### src/rtl/aesl_deadlock_watchdog.sv
// Deadlock watchdog for the pixl_to_symbol co-simulation bench: confirms a persistent,
// stable blocked condition and hands the channel signature to the reporter.
module aesl_deadlock_watchdog #(
  parameter int INFO_W         = 4,
  parameter int INST_N         = 3,
  parameter int CONFIRM_CYCLES = 16,
  parameter int CNT_W          = 16
) (
  input  logic              clock,
  input  logic              reset,
  input  logic              enable,
  input  logic              block_in,
  input  logic [INFO_W-1:0] axis_info_in,
  input  logic [INST_N-1:0] inst_idle_sigs,
  output logic              report_valid,
  input  logic              report_ready,
  output logic [INFO_W-1:0] report_info,
  output logic              deadlock,
  output logic [CNT_W-1:0]  persist_cnt,
  output logic [7:0]        false_alarms,
  output logic [2:0]        state
);

  typedef enum logic [2:0] {
    ST_IDLE    = 3'd0,
    ST_RUN     = 3'd1,
    ST_SUSPECT = 3'd2,
    ST_REPORT  = 3'd3,
    ST_HALT    = 3'd4
  } state_t;

  localparam logic [CNT_W-1:0] LP_CONFIRM = CNT_W'(CONFIRM_CYCLES);
  localparam logic [CNT_W-1:0] LP_LAST    = CNT_W'(CONFIRM_CYCLES - 1);
  localparam logic [CNT_W-1:0] LP_ONE     = CNT_W'(1);

  state_t            r_state;
  logic              r_report_valid;
  logic [INFO_W-1:0] r_report_info;
  logic              r_deadlock;
  logic [CNT_W-1:0]  r_persist_cnt;
  logic [7:0]        r_false_alarms;
  logic [INFO_W-1:0] r_cand_info;

  logic w_all_idle;
  logic w_blocked;

  // A block with every instance idle means the design finished, not that it hung.
  assign w_all_idle = &inst_idle_sigs;
  assign w_blocked  = block_in & ~w_all_idle;

  always_ff @(posedge clock) begin
    if (reset) begin
      r_state        <= ST_IDLE;
      r_report_valid <= 1'b0;
      r_report_info  <= '0;
      r_deadlock     <= 1'b0;
      r_persist_cnt  <= '0;
      r_false_alarms <= '0;
      r_cand_info    <= '0;
    end else if (!enable) begin
      // Leaving the run window drops any pending report; the alarm tally survives.
      r_state        <= ST_IDLE;
      r_report_valid <= 1'b0;
      r_report_info  <= '0;
      r_deadlock     <= 1'b0;
      r_persist_cnt  <= '0;
    end else begin
      case (r_state)
        ST_IDLE: begin
          r_state       <= ST_RUN;
          r_persist_cnt <= '0;
        end

        ST_RUN: begin
          if (w_blocked) begin
            r_state       <= ST_SUSPECT;
            r_persist_cnt <= LP_ONE;
            r_cand_info   <= axis_info_in;
          end
        end

        ST_SUSPECT: begin
          if (!w_blocked) begin
            r_state       <= ST_RUN;
            r_persist_cnt <= '0;
            if (r_false_alarms != 8'hFF) begin
              r_false_alarms <= r_false_alarms + 8'd1;
            end
          end else if (axis_info_in != r_cand_info) begin
            // A new signature restarts the window and counts as its first sample.
            r_persist_cnt <= LP_ONE;
            r_cand_info   <= axis_info_in;
          end else if (r_persist_cnt == LP_LAST) begin
            r_state        <= ST_REPORT;
            r_persist_cnt  <= LP_CONFIRM;
            r_report_info  <= r_cand_info;
            r_report_valid <= 1'b1;
            r_deadlock     <= 1'b1;
          end else begin
            r_persist_cnt <= r_persist_cnt + LP_ONE;
          end
        end

        ST_REPORT: begin
          if (report_ready) begin
            r_state        <= ST_HALT;
            r_report_valid <= 1'b0;
          end
        end

        ST_HALT: begin
          r_state <= ST_HALT;
        end

        default: begin
          r_state <= ST_IDLE;
        end
      endcase
    end
  end

  assign report_valid = r_report_valid;
  assign report_info  = r_report_info;
  assign deadlock     = r_deadlock;
  assign persist_cnt  = r_persist_cnt;
  assign false_alarms = r_false_alarms;
  assign state        = r_state;

endmodule

### config.mk
export PLATFORM = sky130hd
export DESIGN_NAME = aesl_deadlock_watchdog
export DESIGN_NICKNAME = d
export VERILOG_FILES = /design/src/rtl/aesl_deadlock_watchdog.sv
export SDC_FILE = /design/constraint.sdc
export NUM_CORES = 1
export LEC_CHECK = 0
export CORE_UTILIZATION = 25
export CTS_CLUSTER_DIAMETER = 150
export CTS_CLUSTER_SIZE = 25
export DETAILED_ROUTE_END_ITERATION = 8
export SLEW_MARGIN = 5
export SYNTH_ARGS = -nofsm -noshare
export SYNTH_HDL_FRONTEND = slang
export SYNTH_SLANG_ARGS = --single-unit
### constraint.sdc
create_clock -name clock -period 3.1 [get_ports clock]
set_clock_uncertainty 0.15 [all_clocks]
set_input_delay 0.62 -clock clock [delete_from_list [all_inputs] [get_ports clock]]
set_output_delay 0.62 -clock clock [all_outputs]
set_load 0.03 [all_outputs]
==> summary.md, run 1 <==
| Metric | Value |
|---|---|
| Outcome | completed |
| Syn Inst Count | 229 |
| Most common cell in the synthesized netlist | dfxtp_1 |
| Worst min path class | reg -> reg |
| Share of cells above drive strength 1 | 8.425% |
| CTS tree | done |
| DP HPWL | 3.799 mm |
| Clock tree root driver cell | clkbuf_8 |
| PortBufs | 44 |
| DR pass1 iterations | 4 |
| Syn-to-layout area delta | 32.03% |
| Seq/Total Area, Yosys | 37.33% |
| Post-Place Setup Slack | 0.1808 ns |
| Synth Area per Inst | 8.666 um^2 |
| RSZ-0062 raised after global routing | no |
| Core Area | 7687 um^2 |
| Post-cts resize count | 0 |
| Die area | 8298 um^2 |
| Kind of critical path | in -> reg |
| Setup TNS | 0 ns |
| First-pass GRT wire length | 8.763 mm |
| Routed WL per cell | 13.95 um |
| CP Capture Type | flop |
| Hold Path Stages | 2 |
| Die X | 91.10 um |
| # hold bufs at CTS | 0 |
| Syn Std Cell Area | 1984 um^2 |
| Period utilization | 84.98% |
| Die height | 91.10 um |
| Worst EP required | 3.16 ns |
| CP Max Fanout | 15 |
| Initial antenna violation count | 0 |
| Slew Viols, Final | 0 |
| Worst reg2reg path depth | 4 |
| Cell taking the most area after synthesis | dfxtp_1 |
| Fillers | 839 |
| Critical path data arrival time | 2.69 ns |
| Max Buffers Root-to-Sink | 2 |
| Minimum clock period | 2.634 ns |
| Power Density | 338.4 nW/um^2 |
| DRT iter0 DRCs | 59 |
| Number of global-route vias before repair | 1894 |
| GPL Wtd Cong | 0.7642 |
| IO Pins | 45 |
| Post-synth top area share | 37.33% |
| Synth top area cells | dfxtp_1 37%, o31ai_1 4.9%, or4_1 4.2% |
| Distinct cells, synth | 51 |
| Row count | 32 |
| Synth Register Bits | 37 |
| DRC Markers | 0 |
| Fmax | 0.3796 GHz |
| Max-Cap Viols | 0 |
| Routed Antenna Nets | 0 |
| Crit start category | primary input |
| Total GRT Usage | 12.93% |
| Leading cell types by count after synthesis | 37 x dfxtp_1, 21 x nand2_1, 13 x a21oi_1, 13 x nand4_1, 13 x o31ai_1 |
| Vias | 1981 |
| Nets | 287 |
| Initial Util | 25.81% |
| Clk_lat worst skew | 0.28 ns |
| H-tree levels | 2 |
| Clock sink count | 37 |
| Final Hold Viols | 0 |
| Worst Tran Pin Value | 0.6219 ns |
| N_diodes | 0 |
| Clock transition at path regs | 0.07 ns |
| Vias per Instance | 5.283 |
| Largest net degree at the start of global routing | 16 |
| Grt ovf | 0 |
| Main synth FF type | dfxtp_1 |
| Yosys warns | 0 |
| Final Setup Violations | 0 |
| VDD IR max | 0.1485 mV |
| Worst setup margin | 0.4655 ns |
| WL final | 5.232 mm |
| Leakage | 0.0007817 uW |
| Setup bufs post-CTS | 0 |
| Synth Net Count | 243 |
| Count of flip-flops with a built-in enable after synthesis | 0 |
| Slew Limit Headroom | 58.36% |
| CTS buffer count | 5 |
| Fraction of registers with async set/reset | 0% |
-- area by class of cell --
type	instances	area, um^2	area share [%]
Multi-Input combinational cell	171	1146	43.74
Sequential cell	37	740.7	28.27
Timing Repair Buffer	51	493.0	18.82
Tap cell	102	127.6	4.871
Clock buffer	7	86.33	3.295
Inverter	7	26.28	1.003
-- worst paths after layout --
path,from,endpoint,slack [ns]
worst min-delay path,report_info[3],report_info[3],0.32
worst max register to register,state[0],persist_cnt[15],0.77
worst max-delay path,inst_idle_sigs[2],persist_cnt[15],0.47
worst min register to register,report_info[3],report_info[3],0.32
-- cells by family after synthesis --
kind of cell | share of synthesized area [%]
xor gates and xnor gates | 2.207
AOI/OAI and AO/OA | 22.13
buffers and inverters | 4.918
and+or+nand+nor | 29.57
DFF | 37.33
adders and majority gates | 1.261
muxes | 2.585
-- critical path, cell delays in order --
cell and delay [ns]:
clkdlybuf4s50_1 0.43, and4_1 0.22, or4_1 0.70, or4_1 0.57, a22oi_1 0.16
-- per-stage QoR --
step / cell area (um^2) / util [%] / power, uW / cells / hold WS [ns]
finish: 2620 / 34.08 / 886.5 / 375 / 0.3227
global route: 2620 / 34.08 / 923.1 / 375 / 0.3482
CTS: 2620 / 34.08 / 903.5 / 375 / 0.3300
detailed placement: 2534 / 32.96 / 554.6 / 368 / 0.3168
global placement: 2534 / 32.96 / 553.6 / 368 / 0.3007
floorplan: 1984 / - / 526.9 / 229 / 0.3106
-- layer usage --
layer	vias to the layer above	part of all wire [%]	GRT usage [%]	wire, um
met2	54	46	21.91	2417
met5	-	0	0	0
met1	928	47	15.80	2474
met4	0	0.48	3.571	25
met3	4	6.0	3.936	314
li1	995	-	-	-
-- sequential cells by signal, indices dropped and copies added (netlist names) --
| name | count |
|---|---|
| deadlock | 1 |
| false_alarms | 8 |
| persist_cnt | 16 |
| r_cand_info | 4 |
| report_info | 4 |
| report_valid | 1 |
| state | 3 |
-- power by group --
part | internal, uW | switching (uW) | total (uW)
sequential | 478 | 4.85 | 483
combinational | 28.3 | 32.6 | 60.9
clock | 177 | 167 | 343
-- cells in the final DEF, fill, tap and decap left out, drive strengths merged, types with 2 or more instances in the layout --
cell           instances
mux2i                  4
nand2                 21
or3                    6
a22oi                 11
nor3                   4
a31oi                  4
nand4                 13
o41ai                  3
inv                    6
nor4                   5
or4                   13
and3                   2
o21ai                  8
buf                    7
clkdlybuf4s50         44
nor2b                  3
o211ai                 2
nor2                   3
a21oi                 13
nand3b                 3
o31ai                 13
a2111oi                2
dfxtp                 37
nand3                 10
ha                     2
and2                   2
or3b                   2
and4                   5
xnor2                  4
clkbuf                 7
Power figures use the tool's default switching activity.
==> run 2: changes to the inputs <==
Clock period 3.1 ns to 2.7 ns, I/O delays scaled along.
==> run 2 against run 1 <==
  * Cell count grew 2.1%
  * Combinational power rose by 28%
  * Worst hold slack got worse by 0.0018 ns
  * Clock-buffer cell count down 2
  * Critical path depth is the same
  * Register-to-register slack worse by 0.37 ns
  * Clock power increased by 67%
  * Utilization rose by 1.5 points
  * Non-clock buffer count rose by 7
==> summary.md, run 2 (synthesis results as in run 1) <==
| Metric | Value |
|---|---|
| Largest register FFs | 16 |
| Most frequent cells in the layout | 44 x clkdlybuf4s50_1, 37 x dfxtp_1, 21 x nand2_1 |
| First-pass GRT wire length | 8.487 mm |
| Power Density | 440.8 nW/um^2 |
| DR pass1 iterations | 4 |
| N_diodes | 0 |
| Core Area | 7687 um^2 |
| CP Max Fanout | 11 |
| IO Pins | 45 |
| Die area | 8298 um^2 |
| Worst EP required | 2.77 ns |
| Critical path data arrival time | 2.54 ns |
| Routed WL per cell | 13.75 um |
| Worst Tran Pin Value | 0.5939 ns |
| Total GRT Usage | 12.48% |
| Final Setup Violations | 0 |
| GPL Wtd Cong | 0.7575 |
| Initial Util | 25.81% |
| Power, Total | 1204 uW |
| VDD IR max | 0.1609 mV |
| Switching Share | 20.76% |
| Vias | 2007 |
| Syn-to-layout area delta | 37.70% |
| Max-Cap Viols | 0 |
| Period utilization | 91.53% |
| Die height | 91.10 um |
| Number of global-route vias before repair | 1789 |
| Final Hold Slack | 0.3208 ns |
| NetSw | 250.1 uW |
| Cell Int Power | 954.3 uW |
| CTS tree | done |
| Grt ovf | 0 |
| Post-cts resize count | 0 |
| Slew Limit Headroom | 60.26% |
| Placed cell count | 375 |
| Fin cells | 383 |
| Final core utilization | 35.55% |
| Fillers | 820 |
| Worst min path class | reg -> reg |
| Slew Viols, Final | 0 |
| Max Buffers Root-to-Sink | 2 |
| Clock transition at path regs | 0.08 ns |
| H-tree levels | 2 |
| Final Hold Viols | 0 |
| Logic pwr share | 6.5% |
| Most common cell after layout, fill and taps aside | clkdlybuf4s50_1 |
| Share of cells above drive strength 1 | 11.39% |
| Setup bufs post-CTS | 0 |
| DP HPWL | 3.918 mm |
| CP Capture Type | flop |
| RSZ-0062 raised after global routing | no |
| Die X | 91.10 um |
| CTS buffer count | 5 |
| Largest net degree at the start of global routing | 15 |
| Clock power share | 47.5% |
| Outcome | completed |
| Fmax | 0.4046 GHz |
| DRT iter0 DRCs | 134 |
| Routed Antenna Nets | 0 |
| WL final | 5.267 mm |
| Crit start category | primary input |
| PortBufs | 44 |
| Nets | 294 |
| Initial antenna violation count | 0 |
| DRC Markers | 0 |
| # hold bufs at CTS | 0 |
| Row count | 32 |
| Sequential power share | 46.0% |
| Minimum clock period | 2.471 ns |
| Setup TNS | 0 ns |
| Vias per Instance | 5.240 |
| Clock tree root driver cell | clkbuf_8 |
| Clk_lat worst skew | 0.29 ns |
| Kind of critical path | in -> reg |
| Leakage | 0.0008455 uW |
| Clock sink count | 37 |
-- run 2: changes by cell type in the layout (fill, tap and decap cells not counted) --
cell	previous run	this run
buf_12	0	1
buf_4	7	13
bufinv_16	0	2
clkbuf_1	1	0
clkbuf_8	6	5
clkinv_2	0	1
-- run 2: worst paths after layout --
path,start,cells after the start,end,slack [ns]
setup / recovery,inst_idle_sigs[2],5,persist_cnt[11],0.23
hold reg to reg,deadlock,1,deadlock,0.32
setup reg to reg,state[0],4,persist_cnt[11],0.40
hold / removal,deadlock,1,deadlock,0.32
-- run 2: worst max-delay path, cell delays in order --
cell             delay, ns
clkdlybuf4s50_1       0.41
and4_1                0.21
or4_1                 0.64
or4_1                 0.56
a22oi_1               0.16
-- run 2: cell type report --
cell class              count  area, um^2  share of cell area [%]
inverters                   7       26.28                  0.9615
multi-input cells         171        1146                   41.94
repair buffers             58       558.0                   20.42
clock inverters             3       65.06                   2.381
well taps                 102       127.6                   4.670
clock buffers               5       68.82                   2.518
flip-flops and latches     37       740.7                   27.11
-- run 2: layer usage --
| layer | up-vias | GRT usage (%) | routed length [um] |
|---|---|---|---|
| met5 | - | 0 | 0 |
| met2 | 66 | 20.77 | 2399 |
| li1 | 1003 | - | - |
| met3 | 5 | 4.020 | 374 |
| met4 | 0 | 2.381 | 34 |
| met1 | 933 | 15.84 | 2459 |
-- run 2: power by group through the flow --
stage          clock [uW]  combinational (uW)  sequential (uW)
4_1_cts               584                78.4              554
2_1_floorplan           0                37.8              567
3_5_place_dp            0                78.3              567
5_1_grt               607                84.8              555
3_3_place_gp            0                77.1              567
6_report              572                78.2              554
-- run 2: per-stage QoR --
step,area (um^2),worst slack [ns]
after CTS,2733,0.2243
after detailed placement,2599,-0.07628
after global routing,2733,0.1431
after global placement,2599,-0.01712
final,2733,0.2286
after floorplan,1984,0.4120
==> run 3: changes to the inputs <==
Settings changed: ABC_AREA set to 1, CORE_MARGIN set to 2.
==> run 3 against run 2 <==
  * Power is 11% lower
  * Synthesized area is 8.6% higher
  * Flip-flop and latch count stayed put
  * Synthesized cell count grew 49%
  * Clock-buffer cell count rose by 1
  * Setup slack improved by 0.27 ns
  * Die area is 13% higher
  * Final area up 2.9%
  * Clock power decreased by 28%
  * Critical endpoint is now persist_cnt[10]
  * Highest routed layer unchanged
==> summary.md, run 3 <==
| Metric | Value |
|---|---|
| Outcome | completed |
| Largest net degree at the start of global routing | 14 |
| Main synth FF type | dfxtp_1 |
| Routed Antenna Nets | 0 |
| RSZ-0062 raised after global routing | no |
| Seq/Total Area, Yosys | 34.38% |
| CTS tree | done |
| Largest register FFs | 16 |
| Synth Area per Inst | 6.300 um^2 |
| Clock transition at path regs | 0.08 ns |
| CP Capture Type | output pin |
| WL final | 5.477 mm |
| N_diodes | 0 |
| Core Area | 8299 um^2 |
| Synth Net Count | 356 |
| Yosys warns | 0 |
| Max incr delay on CP | 0.73 ns |
| Worst min path class | reg -> reg |
| Cell taking the most area after synthesis | dfxtp_1 |
| Setup TNS | 0 ns |
| Logic pwr share | 9.8% |
| Post-synth top area share | 34.38% |
| Setup bufs post-CTS | 0 |
| # hold bufs at CTS | 0 |
| CP Cell Sequence | clkdlybuf4s50_1 |
| Cell Int Power | 792.9 uW |
| Slew Viols, Final | 0 |
| Leading cell types by count after synthesis | 96 x nand2_1, 60 x nor2_1, 43 x inv_1, 37 x dfxtp_1 |
| Leakage | 0.001092 uW |
| NetSw | 279.7 uW |
| Syn-to-layout area delta | 30.49% |
| Clock tree root driver cell | clkbuf_8 |
| IO Pins | 45 |
| Final Setup Violations | 0 |
| Max Buffers Root-to-Sink | 2 |
| Final Hold Slack | 0.3367 ns |
| Period utilization | 81.45% |
| Share of cells above drive strength 1 | 7.908% |
| Post-cts resize count | 0 |
| Max-Cap Viols | 0 |
| Clock power share | 38.3% |
| Fmax | 0.4547 GHz |
| Total GRT Usage | 11.93% |
| Nets | 406 |
| Fraction of registers with async set/reset | 0% |
| Count of flip-flops with a built-in enable after synthesis | 0 |
| Number of global-route vias before repair | 2096 |
| Worst Tran Pin Value | 0.5003 ns |
| DP HPWL | 4.251 mm |
| DR pass1 iterations | 4 |
| Most common cell after layout, fill and taps aside | nand2_1 |
| Crit-path slowest cell | clkdlybuf4s50_1 |
| First-pass GRT wire length | 9.370 mm |
| Vias per Instance | 4.449 |
| Slew Limit Headroom | 66.52% |
| GPL Wtd Cong | 0.8255 |
| CTS buffer count | 5 |
| Most common cell in the synthesized netlist | nand2_1 |
| Kind of critical path | reg -> out |
| Vias | 2211 |
| Synth top area cells | dfxtp_1 34%, nand2_1 17%, nor2_1 10% |
| Routed WL per cell | 11.02 um |
| Syn Std Cell Area | 2155 um^2 |
| PortBufs | 44 |
| Initial Util | 25.96% |
| Sequential power share | 52.0% |
| Row count | 33 |
| Family with the most delay on the worst path | buffers and inverters |
| Die area | 9377 um^2 |
| Power Density | 381.5 nW/um^2 |
| Minimum clock period | 2.199 ns |
| Clk_lat worst skew | 0.29 ns |
| Post-Place Setup Slack | 0.3534 ns |
| Distinct cells, synth | 30 |
| Final Hold Viols | 0 |
| H-tree levels | 2 |
| Syn Inst Count | 342 |
| Critical path data arrival time | 1.51 ns |
| Grt ovf | 0 |
| Clock sink count | 37 |
| Switching Share | 26.07% |
| CP Max Fanout | 8 |
| Die height | 96.84 um |
| Worst EP required | 2.01 ns |
| VDD IR max | 0.1946 mV |
| Crit start category | flop |
| Synth Register Bits | 37 |
| Initial antenna violation count | 0 |
| Die X | 96.84 um |
| DRC Markers | 0 |
| DRT iter0 DRCs | 79 |
| Worst setup margin | 0.5009 ns |
| Most frequent cells in the layout | 96 x nand2_1, 60 x nor2_1, 44 x clkdlybuf4s50_1 |
| Worst path bufs/invs | 1 |
run 3: cell families after synthesis:
group / Yosys count / synth area share (%)
XOR/XNOR: 9 / 3.659
adder cells (fa/ha/maj): 2 / 1.161
AND/OR/NAND/NOR: 211 / 43.38
flip-flops: 37 / 34.38
AO/OA/AOI/OAI: 33 / 8.188
buffers and inverters: 50 / 9.233
run 3: final timing paths:
path,slack (ns),to,from,cells past startpoint
worst max register to register,0.77,state[1],persist_cnt[0],12
worst max-delay path,0.50,persist_cnt[10],persist_cnt[10],1
worst min register to register,0.34,report_info[0],report_info[0],2
worst min-delay path,0.34,report_info[0],report_info[0],2
run 3: metrics by stage:
step | std cells | power (uW) | util (%) | instance area (um^2)
floorplan | 342 | 637.3 | - | 2155
global placement | 490 | 673.6 | 32.79 | 2721
detailed placement | 490 | 675.3 | 32.79 | 2721
CTS | 497 | 1079 | 33.88 | 2811
global route | 497 | 1113 | 33.88 | 2811
finish | 497 | 1073 | 33.88 | 2811
run 3: power by group through the flow:
stage | Clock [uW] | Sequential [uW] | Combinational (uW)
after floorplan | 0 | 574 | 63.5
after global placement | 0 | 570 | 104
after detailed placement | 0 | 570 | 105
after CTS | 417 | 557 | 106
after global routing | 438 | 558 | 117
final | 411 | 557 | 105
run 3: layout make-up:
| class | instances | area [um^2] |
|---|---|---|
| fillers | 924 | 5488 |
| repair buffers | 46 | 455.4 |
| flip-flops and latches | 37 | 740.7 |
| multi-input cells | 255 | 1215 |
| inverters | 47 | 178.9 |
| well taps | 105 | 131.4 |
| clock buffers | 6 | 82.58 |
| clock inverters | 1 | 7.507 |
run 3: routing by layer:
| layer | global-route usage [%] | vias to the layer above | part of all wire (%) |
|---|---|---|---|
| met5 | 0 | - | 0 |
| met2 | 20.67 | 57 | 47 |
| met4 | 3.575 | 0 | 1.1 |
| met3 | 2.890 | 6 | 5.1 |
| li1 | - | 1174 | - |
| met1 | 14.61 | 974 | 47 |
